### config.mk
export PLATFORM = sky130hd
export DESIGN_NAME = if_fetch_ctrl
export DESIGN_NICKNAME = d
export VERILOG_FILES = /design/src/rtl/if_fetch_ctrl.sv
export SDC_FILE = /design/constraint.sdc
export NUM_CORES = 1
export LEC_CHECK = 0
export ABC_AREA = 1
export CORE_MARGIN = 10
export CORE_UTILIZATION = 47
export CTS_BUF_LIST = sky130_fd_sc_hd__clkbuf_4 sky130_fd_sc_hd__clkbuf_8
export CTS_CLUSTER_DIAMETER = 30
export CTS_CLUSTER_SIZE = 30
export DETAILED_ROUTE_END_ITERATION = 12
export HOLD_SLACK_MARGIN = 0.15
export PLACE_DENSITY = 0.78
export SKIP_CTS_REPAIR_TIMING = 1
export SYNTH_ARGS = -nofsm -noshare
export SYNTH_HDL_FRONTEND = slang
export SYNTH_SLANG_ARGS = --single-unit
### constraint.sdc
create_clock -name clk -period 2.6 [get_ports clk]
set_clock_uncertainty 0.2 [all_clocks]
set_input_delay 0.52 -clock clk [delete_from_list [all_inputs] [get_ports clk]]
set_output_delay 0.52 -clock clk [all_outputs]
set_load 0.03 [all_outputs]
### src/rtl/if_fetch_ctrl.sv
// if_fetch_ctrl: IF-stage fetch sequencer.
// Owns the fetch PC, keeps at most one I-cache request outstanding, picks the
// 32-bit word out of the returned 64-bit block and writes it to the fetch
// buffer. Handles buffer back-pressure and branch redirects, including
// discarding a response that was already in flight when the redirect hit.
// Optional build macro: IF_FETCH_CTRL_PERF_EN adds fetch/stall counters.
//
// state | meaning
// IDLE  | first cycle after reset, no request yet
// REQ   | presenting the PC to the I-cache until granted
// WAIT  | request granted, waiting for the response
// DRAIN | response still owed for a flushed request; discard it
// HOLD  | response captured while the buffer was full; waiting to write it
module if_fetch_ctrl #(
  parameter logic [63:0] RESET_PC = 64'h0
) (
  input  logic        clk,
  input  logic        rst_n,
  output logic        icache_req_o,
  output logic [63:0] icache_addr_o,
  input  logic        icache_gnt_i,
  input  logic        icache_vld_i,
  input  logic [63:0] icache_data_i,
  input  logic        br_redirect_i,
  input  logic [63:0] br_target_i,
  input  logic        ifb_full_i,
  output logic        ifb_en_o,
  output logic [31:0] ifb_insn_o,
  output logic [63:0] ifb_PC_o,
  output logic        ifb_flush_o
`ifdef IF_FETCH_CTRL_PERF_EN
  ,
  output logic [31:0] perf_fetch_cnt_o,
  output logic [31:0] perf_stall_cnt_o
`endif
);

  typedef enum logic [2:0] {
    IDLE  = 3'd0,
    REQ   = 3'd1,
    WAIT  = 3'd2,
    DRAIN = 3'd3,
    HOLD  = 3'd4
  } state_t;

  state_t      state;
  logic [63:0] pc;
  logic [63:0] hold_pc;
  logic [31:0] hold_insn;

  logic [63:0] redir_pc;
  logic [31:0] sel_insn;
  logic        rsp_write;
  logic        hold_write;
  logic        unused_tgt_lsb;

  assign redir_pc       = {br_target_i[63:2], 2'b00};
  assign sel_insn       = pc[2] ? icache_data_i[63:32] : icache_data_i[31:0];
  assign unused_tgt_lsb = ^br_target_i[1:0];

  // A redirect always wins over a pending buffer write.
  assign rsp_write  = (state == WAIT) & icache_vld_i & ~br_redirect_i & ~ifb_full_i;
  assign hold_write = (state == HOLD) & ~br_redirect_i & ~ifb_full_i;

  // Combinational outputs; data/PC lines stay 0 whenever no write happens.
  always_comb begin
    icache_req_o  = (state == REQ) & ~ifb_full_i & ~br_redirect_i;
    icache_addr_o = icache_req_o ? {pc[63:3], 3'b000} : 64'h0;
    ifb_flush_o   = br_redirect_i;
    ifb_en_o      = rsp_write | hold_write;
    ifb_insn_o    = 32'h0;
    ifb_PC_o      = 64'h0;
    if (rsp_write) begin
      ifb_insn_o = sel_insn;
      ifb_PC_o   = pc;
    end else if (hold_write) begin
      ifb_insn_o = hold_insn;
      ifb_PC_o   = hold_pc;
    end
  end

  // Fetch FSM with PC and hold registers.
  always_ff @(posedge clk or negedge rst_n) begin
    if (!rst_n) begin
      state     <= IDLE;
      pc        <= RESET_PC;
      hold_pc   <= 64'h0;
      hold_insn <= 32'h0;
    end else begin
      case (state)
        IDLE: begin
          if (br_redirect_i) pc <= redir_pc;
          state <= REQ;
        end
        REQ: begin
          if (br_redirect_i) pc <= redir_pc;
          else if (icache_req_o && icache_gnt_i) state <= WAIT;
        end
        WAIT: begin
          if (br_redirect_i) begin
            pc    <= redir_pc;
            state <= icache_vld_i ? REQ : DRAIN;
          end else if (icache_vld_i) begin
            if (ifb_full_i) begin
              hold_insn <= sel_insn;
              hold_pc   <= pc;
              state     <= HOLD;
            end else begin
              pc    <= pc + 64'd4;
              state <= REQ;
            end
          end
        end
        HOLD: begin
          if (br_redirect_i) begin
            pc    <= redir_pc;
            state <= REQ;
          end else if (!ifb_full_i) begin
            pc    <= hold_pc + 64'd4;
            state <= REQ;
          end
        end
        DRAIN: begin
          // A stale response arriving with a redirect still settles the debt.
          if (br_redirect_i) pc <= redir_pc;
          if (icache_vld_i) state <= REQ;
        end
        default: state <= IDLE;
      endcase
    end
  end

`ifdef IF_FETCH_CTRL_PERF_EN
  // Saturating counters of buffer writes and back-pressure stall cycles.
  always_ff @(posedge clk or negedge rst_n) begin
    if (!rst_n) begin
      perf_fetch_cnt_o <= 32'h0;
      perf_stall_cnt_o <= 32'h0;
    end else begin
      if (ifb_en_o && (perf_fetch_cnt_o != 32'hFFFF_FFFF))
        perf_fetch_cnt_o <= perf_fetch_cnt_o + 32'd1;
      if (((state == REQ) || (state == HOLD)) && ifb_full_i &&
          (perf_stall_cnt_o != 32'hFFFF_FFFF))
        perf_stall_cnt_o <= perf_stall_cnt_o + 32'd1;
    end
  end
`endif

endmodule

Yosys cells after proc, flatten, opt, wreduce, memory -nomap -nowiden
Index checks and enable logic that the tools add are counted.
{ "totals": {"reg_bits": 163, "latch_bits": 0, "ram_bits": 0, "mem_bits_ro": 0, "input_bits": 134, "elab_cells": 57, "memories": 0} }
{ "classes": {"n_addsub": 2, "multipliers": 0, "n_div": 0, "order_cmp": 0, "n_eq_ne": 11, "n_shift": 0, "muxes": 23, "bitwise_logic": 10, "reduce_logical": 7} }
{ "op_table": {"columns": ["op", "count"], "rows": [
  ["two-way mux 64 bit", 9],
  ["one-hot mux 64 bit (3 select lines)", 1],
  ["adder 64 x 3 -> 64 bit, second input constant", 2],
  ["two-way mux 32 bit", 3],
  ["two-way mux 3 bit", 8],
  ["one-hot mux 3 bit (5 select lines)", 1],
  ["AND reduction 5 bit", 2],
  ["!= test 3 bit, second input constant", 3],
  ["bitwise AND 1 bit", 7],
  ["equality test 3 x 2 -> 1 bit, second input constant", 2],
  ["!= test 2 x 1 -> 1 bit, second input constant", 2],
  ["!= test 2 bit, second input constant", 2],
  ["AND reduction 4 bit", 1],
  ["equality test 3 x 1 -> 1 bit, second input constant", 1],
  ["equality test 3 bit, second input constant", 1],
  ["logical NOT 3 bit", 1],
  ["nonzero test 3 bit", 1],
  ["OR reduction 3 bit", 1],
  ["two-way mux 2 bit", 1],
  ["inverter 1 bit", 2],
  ["logical AND 1 bit", 1],
  ["bitwise OR 1 bit", 1]
]} }

Depth between registers and ports, before layout
Gate-level depths: netlist of the first run.
{ "depth": {"ltp_word": 7, "mapped_depth": 16} }

Least setup slack after synthesis of the first run
Ideal clock, no wire load.
{ "synth_path": {"path_kind": "input to output", "startpoint": "in br_redirect_i", "endpoint": "out ifb_insn_o[27]", "arrival_ns": 2.150, "t_required_ns": 1.880, "setup_slack_ns": -0.270, "cell_stages": 5, "n_path_buf": 2, "cell_sequence": "buf_2 nor2_1 nand3_1 clkbuf_1 o21ai_0"} }
{ "synth_between": {"elab_chain_cells": 5, "word_cells_on_any_way": 7, "cone_classes": "2 x mux; 5 x bitwise"} }
{ "synth_rtl": {"columns": ["element", "line_no", "source"], "rows": [
  ["start: declaration", "24", "input logic br_redirect_i,"],
  ["inverter 1 bit (no line) (*)", null, null],
  ["bitwise AND 1 bit (2 in series)", "63", "assign hold_write = (state == HOLD) & ~br_redirect_i & ~ifb_full_i;"],
  ["two-way mux 32 bit", "76", "end else if (hold_write) begin"],
  ["two-way mux 32 bit (*)", "73", "if (rsp_write) begin"],
  ["end: declaration", "28", "output logic [31:0] ifb_insn_o,"]
]} }
Mark *: on every way between the ends. The rest lies on a longest branch, timed or not.

Worst setup path in the final report of the first run
{ "layout_path": {"startpoint": "reg state[0]", "endpoint": "out ifb_insn_o[16]"} }
{ "layout_between": {"elab_chain_cells": 5, "word_cells_on_any_way": 9, "cone_classes": "2 x eq/ne; 2 x mux; 5 x bitwise"} }
{ "layout_rtl": {"columns": ["element", "line_no", "source"], "rows": [
  ["start: declaration", "46", "state_t state;"],
  ["start signal: assignment", "102", "state <= icache_vld_i ? REQ : DRAIN;"],
  ["equality test 3 bit / equality test 3 x 2 -> 1 bit (equally long branches)", "63, 62", null],
  ["bitwise AND 1 bit, on equally long branches (2 in series)", "63, 62", null],
  ["two-way mux 32 bit / bitwise AND 1 bit (equally long branches)", "76, 62", null],
  ["two-way mux 32 bit (*)", "73", null]
]} }
Marks and branches as above.

==> key figures, run 1 <==
Final layout
  • Fillcell total: 2344
  • Area of the multi-input gates: 0.00949 mm2
  • Nets: 2913
  • Layout cells sized above 1: 17.0%
  • Core Util, Final: 71.1%
  • Area growth, synth to finish: 48.3%
  • Sequential standard cell area: 0.00408 mm2

Hold path
  • Hold Path Cell Cnt: 3
  • Hold_sp: br_redirect_i
  • Worst min path class: primary input to flop

Synthesis
  • Post-synth EDFFs: 0
  • Netlist cell types: 36
  • Top cells by area, synth: dfrtp_1 (29%), nand2_1 (26%), nor2_1 (8.3%)
  • Leading area contributor after synthesis: dfrtp_1
  • Synth cell count leaders: nand2_1 (962), nor2_1 (307), o21ai_0 (223), inv_1 (206), dfrtp_1 (163)
  • Area share of the largest cell type after synthesis: 29.4%
  • Most common cell in the netlist: nand2_1
  • Yosys warns: 0
  • Flops & latches, synth: 163
  • Async set-reset flop share out of synthesis: 100%
  • Post-synthesis cell count: 2449
  • Area of the mapped netlist: 0.0139 mm2
  • Avg Inst Size Synth: 5.67 um2
  • Seq/Total Area, Yosys: 29.4%
  • Ys flop type: dfrtp_1

Route
  • Detailed Routing Iterations Pass 1: 6
  • Routed WL: 74.2 mm
  • WL/cell: 23.4 um
  • Starting DRC count in detailed routing: 3176
  • Vias per cell: 6.08
  • # DRC: 0
  • Routed Antenna Nets: 0
  • Vias: 19300

Timing
  • Tmin final: 2.93 ns
  • Final Worst Setup Slack: -0.328 ns
  • Crit share post-route: 113%
  • Final setup vio count: 221
  • Hold Fails Final Rpt: 0
  • Max Fclk: 0.342 GHz
  • Setup TNS: -34.16 ns
  • Worst Tran Pin Value: 0.863 ns
  • RSZ-0062 raised after global routing: true
  • Rel. slew slack: 42.4%
  • Slew Viols, Final: 0

Clock network
  • H-tree depth: 4
  • Worst-path clk slew: 0.11 ns
  • Clock Tree Root: clkbuf_8
  • Number of clock sinks: 163
  • Clock latency on the worst-skew pair: 0.49 ns
  • CTS buffer count: 17
  • CTS tree: done
  • Clock buffer depth: 2

Global routing
  • First-pass GRT wire length: 99.5 mm
  • Largest net degree at the start of global routing: 85
  • Vias in the first global route: 17000
  • GRT Util Overall: 35.0%
  • Antenna violations before repair: 1
  • Global route overflow: 0

Setup path
  • Worst r2r src: state[0]$_DFFE_PN0P_
  • Crit. Startpoint: state[0]$_DFFE_PN0P_
  • Critical path type: flop to primary output
  • FF-to-FF End: pc[23]$_DFFE_PN0P_
  • CP arrival: 2.21 ns
  • Worst r2r path cells: 16
  • Startpoint Class: flop
  • CP endpoint: ifb_insn_o[16]
  • Reg2Reg Setup Slack: -0.19 ns
  • Crit path max fanout: 7
  • Setup crit end kind: primary output
  • Worst EP required: 1.88 ns

Power and ir drop
  • Leakage: 9.12 nW
  • VDD IR-drop max: 0.000455 V
  • Power Dens Cells: 784 mW/mm2

Floorplan
  • Total Die Area: 0.0368 mm2
  • Core area: 0.0289 mm2
  • Die Ht: 192 um
  • Placement Rows: 62
  • Die width: 192 um
  • I/O pin count: 297
  • Initial core utilization: 48.0%

Run status
  • Status: finished with violations
  • Failing checks: setup timing

Placement
  • Placed wire-length estimate: 52.4 mm
  • Port buffer count: 291
  • Routability cong.: 1.07

Flow run
  • Maximum capacitance violations: 0
sequential cells by signal (all words and copies together) (netlist names):
signal / cells
hold_insn: 32
pc: 64
state: 3
hold_pc: 64
final cells by class:
type	instances	area share, %
Sequential cell	163	19.8
Tap cell	384	2.33
Inverter	212	3.91
Antenna cell	1	0.0122
Multi-Input combinational cell	1954	46.1
Clock buffer	17	1.14
Timing Repair Buffer	429	25.8
Clock inverter	15	0.894
stage by stage:
step	instances	hold WS [ns]	power, mW	instance area, um2	setup WS (ns)
6_report	3175	0.293	16.1	20600	-0.328
5_1_grt	3175	0.284	17.0	20600	-0.346
4_1_cts	3144	-0.189	14.7	19200	-0.402
3_5_place_dp	3112	0.277	12.6	18800	-0.199
3_3_place_gp	3112	0.266	12.3	18800	-0.154
2_1_floorplan	2451	0.0244	9.54	14200	-0.0556
layout by cell type, fill, tap and decap left out, drive strengths merged:
| cell type | synthesis | final |
|---|---|---|
| dlygate4sd3 | 0 | 1 |
| a32o | 1 | 1 |
| xor2 | 36 | 36 |
| a221oi | 1 | 1 |
| o221ai | 4 | 4 |
| ha | 2 | 2 |
| o21ai | 228 | 228 |
| a21oi | 150 | 150 |
| o211ai | 5 | 5 |
| clkinv | 1 | 5 |
| dfrtp | 163 | 163 |
| o31ai | 1 | 1 |
| nand3 | 151 | 151 |
| clkinvlp | 0 | 1 |
| buf | 25 | 289 |
| nand2 | 962 | 962 |
| diode | 0 | 1 |
| bufinv | 0 | 1 |
| nor3 | 11 | 11 |
| a21o | 1 | 1 |
| nor4 | 1 | 1 |
| and2 | 2 | 2 |
| conb | 1 | 3 |
| xnor2 | 1 | 1 |
| nand3b | 2 | 2 |
| a41oi | 1 | 1 |
| nor2 | 312 | 312 |
| clkbuf | 97 | 27 |
| clkdlybuf4s50 | 0 | 129 |
| inv | 211 | 220 |
| a31oi | 3 | 3 |
| nand4 | 17 | 17 |
| o22ai | 59 | 59 |
critical path: stages, from the launching register on:
cell and delay, ns:
dfrtp_1 0.42, inv_4 0.10, buf_12 0.11, nand2_8 0.05, nor2_4 0.18, buf_4 0.15
buf_6 0.13, clkbuf_16 0.17, nand3_1 0.08, o21ai_1 0.12, buf_4 0.19
layer usage:
metal  up-vias  global-route usage, %  routed length (um)
met4         0                   12.1                4360
met2      1627                   55.2               32500
li1       8498                      -                   -
met3       303                   9.41               10400
met1      8882                   45.3               27000
met5         -                      0                   0
cells by family after synthesis:
kind of cell | count (synthesis) | synth area share, %
buf+inv | 334 | 9.29
flops | 163 | 29.4
compound gates | 454 | 17.3
xor+xnor | 37 | 2.34
other cells | 1 | 0.0270
simple gates | 1458 | 41.5
fa+ha+maj | 2 | 0.180
how the worst min path moves through the flow:
| stage | to | slack [ns] |
|---|---|---|
| 2_1_floorplan | hold_insn[0]$_DFFE_PN0P_ | 0.02 |
| 5_1_grt | state[0]$_DFFE_PN0P_ | 0.28 |
| 3_3_place_gp | hold_pc[1]$_DFFE_PN0P_ | 0.27 |
| 4_1_cts | hold_pc[47]$_DFFE_PN0P_ | -0.19 |
| 6_report | state[0]$_DFFE_PN0P_ | 0.29 |
| 3_5_place_dp | hold_insn[8]$_DFFE_PN0P_ | 0.28 |
where the power goes:
| group | switching (mW) | leakage, nW | internal [mW] |
|---|---|---|---|
| Clock | 1.26 | 0.213 | 0.826 |
| Sequential | 1.46 | 2.07 | 3.66 |
| Combinational | 5.93 | 6.83 | 2.99 |
(Power assumes the default switching activity.)
==> inputs of run 2 (changes only) <==
Clock period 2.6 ns to 3.08 ns, I/O delays scaled along.
==> key figures, run 2 (synthesis gave the netlist of run 1 again) <==
Setup path
  • Setup crit end kind: primary output
  • Most common cell on crit path: buf_12
  • Max stage delay cell, worst path: dfrtp_1
  • Critical path type: flop to primary output
  • CP max stage delay: 0.39 ns (-0.03 ns)
  • Sequence of cells on the critical path: inv_2 -> nand2_1 -> nor2_4 -> nand3_4 -> buf_12 -> buf_4 -> o22ai_1 -> buf_12
  • Worst EP required: 2.26 ns (+0.38 ns)
  • Crit path max fanout: 20 (+13)
  • CP arrival: 2.23 ns (+0.02 ns)
  • Startpoint Class: flop

Clock network
  • Clock buffer depth: 2 (unchanged)
  • Clock Tree Root: clkbuf_8
  • H-tree depth: 4 (unchanged)
  • Worst-path clk slew: 0.10 ns (about the same)
  • Number of clock sinks: 163 (unchanged)
  • CTS buffer count: 17 (unchanged)
  • Clock latency on the worst-skew pair: 0.51 ns (+0.02 ns)
  • CTS tree: done

Route
  • Vias: 17800 (-7.8%)
  • Detailed Routing Iterations Pass 1: 6 (unchanged)
  • Starting DRC count in detailed routing: 2334 (-27%)
  • # DRC: 0 (unchanged)
  • Routed WL: 65.6 mm (-12%)
  • Vias per cell: 5.75 (-5.4%)
  • WL/cell: 21.2 um (-9.4%)
  • Routed Antenna Nets: 0 (unchanged)

Power and ir drop
  • Register share of total power: 34.3% (+2.6 points)
  • Clock power share: 14.2% (+1.2 points)
  • P_int: 6.00 mW (-20%)
  • Comb pwr share: 51.5% (-3.8 points)
  • VDD IR-drop max: 0.000365 V (-20%)
  • Switching Fraction: 52.2% (-1.4 points)
  • Power Dens Cells: 674 mW/mm2 (-14%)
  • Leakage: 8.43 nW (-7.6%)
  • NetSw: 6.56 mW (-24%)

Timing
  • RSZ-0062 raised after global routing: true
  • Worst Tran Pin Value: 0.807 ns (-0.0560 ns)
  • Hold Fails Final Rpt: 0 (unchanged)
  • Slew Viols, Final: 0 (unchanged)
  • Crit share post-route: 99.0%
  • Final setup vio count: 0 (-100%)
  • Tmin final: 3.05 ns
  • Rel. slew slack: 45.8% (+3.3 points)
  • Max Fclk: 0.328 GHz
  • Final Worst Setup Slack: 0.0321 ns (+0.360 ns)

Global routing
  • Largest net degree at the start of global routing: 77 (-9.4%)
  • Vias in the first global route: 16400 (-3.2%)
  • First-pass GRT wire length: 97.3 mm (-2.2%)
  • GRT Util Overall: 34.3% (-0.66 points)
  • Global route overflow: 0 (unchanged)
  • Antenna violations before repair: 1 (unchanged)

Final layout
  • Inserted Diodes: 0 (-1)
  • Area growth, synth to finish: 34.2%
  • Fillcell total: 2742 (+17%)
  • Non-filler cells, final: 3096 (-2.5%)
  • Layout cells sized above 1: 10.7% (-6.3 points)
  • Commonest non-fill, non-tap cell in the layout: nand2_1
  • Core Util, Final: 64.4% (-6.7 points)
  • Registers with the most flip-flops: hold_pc (64), pc (64), hold_insn (32)
  • Most frequent cells in the layout: nand2_1 (958), nor2_1 (298), o21ai_0 (221), inv_1 (205), dfrtp_1 (163)
  • Nets: 2835 (-2.7%)

Placement
  • Port buffer count: 291 (unchanged)
  • Placed wire-length estimate: 51.3 mm (-2.0%)
  • DP Worst Slack: -0.0190 ns (+0.180 ns)
  • Routability cong.: 1.02 (-4.7%)
  • Inst Count DP: 3055 (-1.8%)

Run status
  • Status: finished clean

Floorplan
  • Die Ht: 192 um (unchanged)
  • Placement Rows: 62 (unchanged)
  • Total Die Area: 0.0368 mm2 (unchanged)
  • Die width: 192 um (unchanged)
  • I/O pin count: 297 (unchanged)
  • Core area: 0.0289 mm2 (unchanged)
  • Initial core utilization: 48.0% (unchanged)

Hold path
  • Worst min path class: flop to flop

Flow run
  • Maximum capacitance violations: 0 (unchanged)
-- run 2: cell count changes in the layout (fill, tap and decap cells not counted), sizes merged --
cell	previous run	this run
buf	289	218
clkinv	5	4
bufinv	1	3
inv	220	214
clkbuf	27	20
clkdlybuf4s50	129	130
diode	1	0
clkinvlp	1	5
-- run 2: cell type report --
cell class                 instances  area (um2)  area share (%)
tap                              384         480            2.58
clock buffer                      18         248            1.33
clock inverter                    14         178           0.954
timing repair buffer             351        4210            22.6
sequential                       163        4080            21.9
inverter                         212         800            4.29
multi-input combinational       1954        8640            46.4
-- run 2: metal layers --
metal,track usage (%),share of wire (%),vias to the layer above
li1,-,-,8334
met1,45.1,39,8224
met2,54.3,45,1128
met3,8.63,12,126
met4,10.9,3.5,0
met5,0,0,-
-- run 2: worst paths after layout --
check | depth (start not counted) | slack [ns] | end | from
worst max-delay path | 8 | 0.03 | ifb_PC_o[18] | state[0]$_DFFE_PN0P_
worst min-delay path | 2 | 0.29 | hold_pc[0]$_DFFE_PN0P_ | hold_pc[0]$_DFFE_PN0P_
worst max register to register | 14 | 0.19 | pc[54]$_DFFE_PN0P_ | hold_pc[3]$_DFFE_PN0P_
worst min register to register | 2 | 0.29 | hold_pc[0]$_DFFE_PN0P_ | hold_pc[0]$_DFFE_PN0P_
max in group asynchronous | 3 | 1.42 | hold_pc[0]$_DFFE_PN0P_ | rst_n
min in group asynchronous | 2 | 0.39 | hold_pc[51]$_DFFE_PN0P_ | rst_n
-- run 2: worst max-delay path: cells and delay by family, from the launching register on --
family | cells | cell delay (ns)
AOI/OAI and AO/OA | 1 | 0.23
buffers and inverters | 4 | 0.66
DFF | 1 | 0.39
and+or+nand+nor | 3 | 0.41
-- run 2: power by group through the flow --
stage          clock network (mW)  registers (mW)  logic (mW)
2_1_floorplan                   0            3.86        4.02
3_3_place_gp                    0            4.21        6.03
3_5_place_dp                    0            4.25        6.20
4_1_cts                      1.77            4.22        6.23
5_1_grt                      1.86            4.42        7.09
6_report                     1.78            4.31        6.46
-- run 2: per-stage QoR --
stage               power (mW)  hold WS [ns]  TNS [ns]  area (um2)
floorplan                 7.88         0.120         0       13900
global placement          10.2         0.266         0       18000
detailed placement        10.4         0.274   -0.0209       18000
CTS                       12.2        -0.162     -3.89       18400
global route              13.4         0.318    -0.817       18600
finish                    12.6         0.293         0       18600
==> edit, RTL diff (settings of run 1) <==
Build with the macro `IF_FETCH_CTRL_PERF_EN` defined.
--- a/src/rtl/if_fetch_ctrl.sv
+++ b/src/rtl/if_fetch_ctrl.sv
@@ -13,2 +13,4 @@
 // HOLD  | response captured while the buffer was full; waiting to write it
+`define IF_FETCH_CTRL_PERF_EN
+
 module if_fetch_ctrl #(
Behaviour (old outputs only; new: perf_fetch_cnt_o and perf_stall_cnt_o): no difference found for any inputs over 4 cycles, from zero or initial values and one cycle with rst_n low; that may be too few to reach the edited logic, so the function may still have changed.
==> edit against run 1 <==
- the run still ends with negative setup slack left
- area after synthesis grew 26%
- sequential power up 30%
- die area increased by 23%
- cell area grew 26%
- first-iteration DRC count down 5.7%
- sequential cell count is 64 higher
- combinational power rose by 19%
- setup slack got worse by 290 ps
- wire length up 19%
- maximum frequency down 9.0%
- power increased by 44%
- critical path type unchanged
- critical endpoint is now ifb_PC_o[55]
- highest routed layer unchanged
==> edit: results <==
status:
  status: "finished, violations left"
  violations: "negative setup slack"
critical_path:
  crit_arrival_ps: 2500
  r2r-end: "pc[50]"
  timing.rr.start: "hold_pc[2]"
  cp_max_fo: 13
  max_stage_delay_ps: 370
  crit_path_start: "state[1]"
  regToRegSetupSlack_ps: 40
  r2r_cells: 13
  cp-endpoint: "ifb_PC_o[55]"
  critPathTopFamily: "buffers and inverters"
pwr:
  ir_drop_mv: 0.592
  p_sw_w: 0.0111
  p_leak_nw: 11.9
grt:
  grt_pass1_wl_um: 129000
  grtUsageTotal: 0.371
  antenna_found_initial: 1
  grt_pass1_vias: 21800
  grt_max_degree: 59
timing:
  max_slew.worst_pin.slew_ps: 880
  slew_violations: 0
  worst_slack_ps: -619
  setup_viol: 160
synthesis:
  ys_warn_count: 0
  synth_xor_area_frac: 0.0430
  synth_top_cells_by_area: "dfrtp_1 32%, nand2_1 23%, nor2_1 8.2%"
  ys_top_cells_by_count: "1,066 x nand2_1, 382 x nor2_1, 284 x inv_1"
  synthAdderAreaFrac: 0.00286
  synth_ff_type: "dfrtp_1"
  yosysSeqAreaShare: 0.324
  async_flop_share: 1.00
  muxShareOfSynthArea: 0
  synth_compound_area_frac: 0.132
  yosysUniqueCellTypes: 43
final_layout:
  reg.largest.list: "hold_pc x64, pc x64"
  nets: 3511
  num-fill-cells: 2967
  drive_gt1_frac: 0.171
clock_network:
  cts_buffers: 61
  clk_pin_slew_worst_paths_ps: 60
  cts_max_level: 2
  clock_latency_ps: 710
  clockBufferDepth: 3
place:
  port_buffers: 355
  dpl_worst_slack_ps: -387
  gp_congestion: 1.09
  hpwl_um: 66200
drt:
  drc: 0
  drtIter0Drc: 2996
  firstDrtPassIters: 9
  avgViaCountPerCell: 5.82
  routedWlPerCell_um: 22.7
hold_path:
  hold_class: "in -> async"
==> edit: changes by cell type in the layout (fill, tap and decap cells not counted), moves of 38 or more <==
cell             delta
clkdlybuf4s50_1    +52
nor2_1             +64
a21oi_1            -45
nand3_1            +55
inv_1              +79
clkbuf_8           +51
nand2_1            +99
buf_6              -38
dfrtp_1            +64
buf_4              +51
==> edit: through the flow <==
step	TNS (ps)	area, um^2	hold WS (ps)	cells
floorplan	-7660	17500	24.4	2917
global placement	-26970	23400	263	3768
detailed placement	-34250	23400	275	3768
CTS	-76410	24900	-419	3884
global route	-89650	26000	215	3895
finish	-74450	26000	183	3896
==> edit: metal layers <==
metal / share of wire / wire length (um) / global-route usage / up-vias
li1: - / - / - / 10200
met1: 0.37 / 33000 / 0.460 / 10600
met2: 0.45 / 39800 / 0.582 / 1548
met3: 0.13 / 11400 / 0.111 / 274
met4: 0.049 / 4380 / 0.173 / 0
met5: 0 / 0 / 0 / -
==> edit: cell type report <==
| type | count | area [um^2] | area share |
|---|---|---|---|
| Clock buffer | 76 | 996 | 0.0383 |
| Multi-Input combinational cell | 2275 | 11100 | 0.425 |
| Clock inverter | 40 | 578 | 0.0222 |
| Timing Repair Buffer | 511 | 6000 | 0.230 |
| Tap cell | 468 | 586 | 0.0225 |
| Inverter | 297 | 1120 | 0.0430 |
| Sequential cell | 227 | 5680 | 0.218 |
| Antenna cell | 2 | 5.00 | 0.000192 |
==> edit: power groups by stage <==
stage | combinational [W] | clock, W | sequential [W]
finish | 0.0106 | 0.00600 | 0.00665
global route | 0.0114 | 0.00620 | 0.00674
CTS | 0.00955 | 0.00601 | 0.00652
detailed placement | 0.00946 | 0 | 0.00655
global placement | 0.00924 | 0 | 0.00652
floorplan | 0.00559 | 0 | 0.00615
